==> src/rtl/mul_feeder.sv <==
// mul_feeder: buffers operand pairs in a 2-entry FIFO and sequences them one
// at a time through an external fixed-latency sequential multiplier, holding
// each product until the downstream consumer accepts it.
// Ports:
//   clk, rst_n          - clock, asynchronous active-low reset
//   in_valid/in_ready   - operand pair handshake (in_a, in_b: 4-bit unsigned)
//   mul_start           - one-cycle start pulse to the multiplier
//   mul_a/mul_b         - operands held stable for the multiplier
//   mul_op              - 8-bit product returned by the multiplier
//   out_valid/out_ready - product handshake (out_prod: 8-bit)
//   done_cnt            - wrapping count of delivered products
module mul_feeder #(
  parameter int unsigned MUL_LAT = 6
) (
  input  logic       clk,
  input  logic       rst_n,
  input  logic       in_valid,
  output logic       in_ready,
  input  logic [3:0] in_a,
  input  logic [3:0] in_b,
  output logic       mul_start,
  output logic [3:0] mul_a,
  output logic [3:0] mul_b,
  input  logic [7:0] mul_op,
  output logic       out_valid,
  input  logic       out_ready,
  output logic [7:0] out_prod,
  output logic [7:0] done_cnt
);

  localparam int unsigned DW = 4;
  localparam int unsigned PW = 8;
  localparam int unsigned CW = 4;

  localparam logic [1:0] S_IDLE  = 2'd0;
  localparam logic [1:0] S_START = 2'd1;
  localparam logic [1:0] S_WAIT  = 2'd2;
  localparam logic [1:0] S_HOLD  = 2'd3;

  typedef struct packed {
    logic [DW-1:0] a;
    logic [DW-1:0] b;
  } pair_t;

  logic [1:0]    state_q, state_d;
  logic [CW-1:0] cnt_q, cnt_d;
  pair_t         fifo_q [2];
  pair_t         fifo_d [2];
  logic          wr_ptr_q, wr_ptr_d;
  logic          rd_ptr_q, rd_ptr_d;
  logic [1:0]    count_q, count_d;
  logic          in_ready_q, in_ready_d;
  logic          mul_start_q, mul_start_d;
  logic [DW-1:0] mul_a_q, mul_a_d;
  logic [DW-1:0] mul_b_q, mul_b_d;
  logic          out_valid_q, out_valid_d;
  logic [PW-1:0] out_prod_q, out_prod_d;
  logic [PW-1:0] done_cnt_q, done_cnt_d;
  logic          push, pop;

  // Next-state: FSM sequencing plus FIFO bookkeeping.
  always_comb begin
    state_d     = state_q;
    cnt_d       = cnt_q;
    fifo_d      = fifo_q;
    wr_ptr_d    = wr_ptr_q;
    rd_ptr_d    = rd_ptr_q;
    mul_a_d     = mul_a_q;
    mul_b_d     = mul_b_q;
    out_valid_d = out_valid_q;
    out_prod_d  = out_prod_q;
    done_cnt_d  = done_cnt_q;
    push        = in_valid & in_ready_q;
    pop         = 1'b0;

    case (state_q)
      S_IDLE: begin
        if (count_q != 2'd0) begin
          pop     = 1'b1;
          mul_a_d = fifo_q[rd_ptr_q].a;
          mul_b_d = fifo_q[rd_ptr_q].b;
          state_d = S_START;
        end
      end
      S_START: begin
        cnt_d   = CW'(MUL_LAT);
        state_d = S_WAIT;
      end
      S_WAIT: begin
        cnt_d = cnt_q - CW'(1);
        if (cnt_q == CW'(1)) begin
          out_prod_d  = mul_op;
          out_valid_d = 1'b1;
          state_d     = S_HOLD;
        end
      end
      default: begin
        if (out_ready) begin
          out_valid_d = 1'b0;
          done_cnt_d  = done_cnt_q + PW'(1);
          state_d     = S_IDLE;
        end
      end
    endcase

    // A push while popping at occupancy 1 lands in the other slot, which
    // becomes the new head once rd_ptr advances.
    if (push) begin
      fifo_d[wr_ptr_q] = '{a: in_a, b: in_b};
      wr_ptr_d         = ~wr_ptr_q;
    end
    if (pop) begin
      rd_ptr_d = ~rd_ptr_q;
    end
    count_d     = count_q + 2'(push) - 2'(pop);
    in_ready_d  = (count_d != 2'd2);
    mul_start_d = (state_d == S_START);
  end

  // State and output registers.
  always_ff @(posedge clk or negedge rst_n) begin
    if (!rst_n) begin
      state_q     <= S_IDLE;
      cnt_q       <= '0;
      for (int i = 0; i < 2; i++) fifo_q[i] <= '0;
      wr_ptr_q    <= 1'b0;
      rd_ptr_q    <= 1'b0;
      count_q     <= '0;
      in_ready_q  <= 1'b1;
      mul_start_q <= 1'b0;
      mul_a_q     <= '0;
      mul_b_q     <= '0;
      out_valid_q <= 1'b0;
      out_prod_q  <= '0;
      done_cnt_q  <= '0;
    end else begin
      state_q     <= state_d;
      cnt_q       <= cnt_d;
      fifo_q      <= fifo_d;
      wr_ptr_q    <= wr_ptr_d;
      rd_ptr_q    <= rd_ptr_d;
      count_q     <= count_d;
      in_ready_q  <= in_ready_d;
      mul_start_q <= mul_start_d;
      mul_a_q     <= mul_a_d;
      mul_b_q     <= mul_b_d;
      out_valid_q <= out_valid_d;
      out_prod_q  <= out_prod_d;
      done_cnt_q  <= done_cnt_d;
    end
  end

  assign in_ready  = in_ready_q;
  assign mul_start = mul_start_q;
  assign mul_a     = mul_a_q;
  assign mul_b     = mul_b_q;
  assign out_valid = out_valid_q;
  assign out_prod  = out_prod_q;
  assign done_cnt  = done_cnt_q;

endmodule

==> config.mk <==
export PLATFORM = sky130hd
export DESIGN_NAME = mul_feeder
export DESIGN_NICKNAME = d
export VERILOG_FILES = /design/src/rtl/mul_feeder.sv
export SDC_FILE = /design/constraint.sdc
export NUM_CORES = 1
export LEC_CHECK = 0
export BUFFER_PORTS_ARGS = -buffer_cell sky130_fd_sc_hd__buf_4
export CORE_UTILIZATION = 38
export CTS_BUF_LIST = sky130_fd_sc_hd__clkbuf_8
export DETAILED_ROUTE_END_ITERATION = 6
export GPL_TIMING_DRIVEN = 0
export HOLD_SLACK_MARGIN = 0.06
export PLACE_DENSITY = 0.63
export SKIP_LAST_GASP = 1
export SLEW_MARGIN = 25
export SYNTH_ARGS = -nofsm -noshare
export SYNTH_HDL_FRONTEND = slang
export SYNTH_SLANG_ARGS = --single-unit
==> constraint.sdc <==
create_clock -name clk -period 2.2 [get_ports clk]
set_clock_uncertainty 0.05 [all_clocks]
set_input_delay 0.22 -clock clk [delete_from_list [all_inputs] [get_ports clk]]
set_output_delay 0.22 -clock clk [all_outputs]
set_load 0.05 [all_outputs]
==> results.txt <==
Max Cap Violations: 0
setup_tns: 0 ns
pin count of the biggest net entering global routing: 54
initial antenna violation count: 0
largest stage delay on the critical path: 0.40 ns
Top Layer Used: met4
Wirelength per Cell: 12.5 um
Hold Crit Class: input port to register
Layout area overhead: 25.3%
Die X: 79.9 um
synthesis-stage register bit count: 53
Worst path top cell family by delay: adder cells
number of port buffers: 46
Crit. End Element: register
ant diodes: 0
CTS tree: done
Worst-Skew Late Latency: 0.30 ns
Global Route Usage Sum: 12.7%
crit-path cells: inv_1 > ha_1 > o21ai_4 > inv_2 > ha_1 > inv_1 > ha_1 > xnor2_1 > xnor2_1 > nand2b_1
Syn Area/Cell: 13.3 um^2
fmax: 504 MHz
ys async rst share: 100%
DIE HEIGHT: 79.9 um
layout cell share with drive strength beyond 1: 39.1%
crit path time final: 1.98 ns
DR DRC count: 0
Final Util: 49.1%
die area: 6390 um^2
distinct cell type count after synthesis: 31
Worst VDD drop: 615 uV
DRT met1 WL: 1.83 mm
Nets: 258
Max Slew Vio Count: 0
ANT nets after route: 0
first-pass iteration count of the detailed router: 4
Clock Tree Buf Depth: 2
dpl cell area: 2750 um^2
clock sinks: 53
ys flop type: dfrtp_1
Slowest cell on crit path: dfrtp_1
global route overflow: 0
final period utilization: 90.2%
Bufs and invs on worst path: 3
met2 routed WL: 1.80 mm
Critical Setup Path Class: register to register
Post-synth EDFFs: 0
Worst setup SP type: register
Syn Inst Count: 174
Slew HR: 56.2%
Final Wtd Congestion: 0.747
H-tree depth: 2
RSZ-0062 raised after global routing: false
clk root buf: clkbuf_8
vias in the first global route: 1368
routed wl met3: 149 um
DR vias/cell: 4.85
power density over the cells: 1520 nW/um^2
core footprint: 5890 um^2
net count after synthesis: 203
final WL: 3.81 mm
first-pass GRT wire length: 6.27 mm
Crit Path Max Fanout: 9
critical path's most frequent cell: ha_1
Initial Utilization: 39.2%
Final setup violation count: 0
status: finished, final reports clean
WP data required: 2.38 ns
vias: 1479
I/O pins: 47
Tightest Pin Transition: 0.658 ns
initial drt markers: 65
Warnings, synthesis: 0
Leak Pwr: 1.44 nW
Cell Area, Synth: 2310 um^2
Seq/Total Area, Yosys: 57.5%
post-route cell area: 2890 um^2
Rows: 28
CTS Buf Count: 5
WP data arrival: 2.16 ns
Clock Pin Slew Worst Setup and Hold Paths: 0.09 ns
Fin. Hold Viols: 0
DP HPWL: 2.65 mm
Min Hold Slack: 0.0969 ns
cell type report:
| type | instances | area (um^2) |
|---|---|---|
| Sequential cell | 53 | 1330 |
| Clock inverter | 2 | 37.5 |
| Multi-Input combinational cell | 108 | 923 |
| Inverter | 8 | 30.0 |
| Timing Repair Buffer | 48 | 363 |
| Fill cell | 534 | 2990 |
| Clock buffer | 6 | 82.6 |
| Buffer | 5 | 33.8 |
| Tap cell | 75 | 93.8 |
per-layer routing:
| metal | vias to the layer above | track usage, % |
|---|---|---|
| li1 | 709 | - |
| met1 | 736 | 16.9 |
| met2 | 32 | 20.5 |
| met3 | 2 | 2.40 |
| met4 | 0 | 4.29 |
| met5 | - | 0 |
cells in the mapped netlist, types with 2 or more instances:
library cell | count | area share, %
mux2_4 | 8 | 5.2
a21oi_1 | 2 | 0.43
nand2b_1 | 2 | 0.54
mux2i_1 | 9 | 3.9
inv_1 | 7 | 1.1
nand3_1 | 5 | 1.1
nand4_1 | 3 | 0.81
nor2_1 | 2 | 0.33
mux2_2 | 17 | 8.3
dfrtp_1 | 52 | 56
a31oi_1 | 2 | 0.54
nand2_1 | 16 | 2.6
buf_2 | 2 | 0.43
ha_1 | 9 | 4.9
xnor2_1 | 10 | 3.8
and3_1 | 2 | 0.54
o21ai_0 | 12 | 2.6
state kept, by name, summed over array words and instances, names as in the netlist:
signal	cells
cnt_q	4
count_q	2
done_cnt	8
fifo_q	16
in_ready	1
mul_a	4
mul_b	4
mul_start	1
out_prod	8
out_valid	1
rd_ptr_q	1
state_q	2
wr_ptr_q	1
kinds of logic (layout without fill, tap and decap cells):
family | after synthesis | after routing | synth area share (%)
buf+inv | 13 | 69 | 2.77
fa+ha+maj | 9 | 9 | 4.88
xor+xnor | 10 | 10 | 3.80
compound gates | 19 | 19 | 4.88
mux | 34 | 34 | 17.4
flops | 53 | 53 | 57.5
simple gates | 36 | 36 | 8.73
placed cells by master (no fill, tap or decap), types with 2 or more instances in the layout:
| cell type | netlist | routed |
|---|---|---|
| a21oi_1 | 2 | 2 |
| a31oi_1 | 2 | 2 |
| and3_1 | 2 | 2 |
| buf_2 | 2 | 2 |
| buf_4 | 1 | 48 |
| clkbuf_8 | 0 | 6 |
| dfrtp_1 | 52 | 52 |
| ha_1 | 9 | 9 |
| inv_1 | 7 | 7 |
| mux2_2 | 17 | 17 |
| mux2_4 | 8 | 8 |
| mux2i_1 | 9 | 9 |
| nand2_1 | 16 | 16 |
| nand2b_1 | 2 | 2 |
| nand3_1 | 5 | 5 |
| nand4_1 | 3 | 3 |
| nor2_1 | 2 | 2 |
| o21ai_0 | 12 | 12 |
| xnor2_1 | 10 | 10 |
where the power goes:
group	total, mW	internal [mW]	switching [mW]
clock	0.678	0.370	0.308
sequential	1.64	1.38	0.252
combinational	2.08	0.864	1.21
metrics by stage:
step           cells  setup WS (ns)  power (mW)
6_report         305          0.216        4.39
5_1_grt          305         0.0432        4.69
4_1_cts          304         0.0970        4.42
3_5_place_dp     295          0.107        3.73
3_3_place_gp     295          0.136        3.69
2_1_floorplan    174          0.363        3.18
final timing paths:
| path | start | slack (ns) | end | cells past startpoint |
|---|---|---|---|---|
| worst max-delay path | state_q[0] | 0.22 | in_ready | 10 |
| worst min-delay path | out_ready | 0.1 | out_valid | 2 |
| worst max register to register | state_q[0] | 0.22 | in_ready | 10 |
| worst min register to register | done_cnt[7] | 0.43 | done_cnt[7] | 1 |
| max in group asynchronous | rst_n | 1.22 | fifo_q[6] | 2 |
| min in group asynchronous | rst_n | 0.43 | mul_a[1] | 2 |
repair_timing:
action | in CTS | in global routing
endpoints found under the hold margin | 52 | 0
setup buffers | 0 | 1
resized for setup | 0 | 1
hold buffers | 1 | 0
endpoints found under the setup margin | 0 | 1
(Power assumes the default switching activity.)
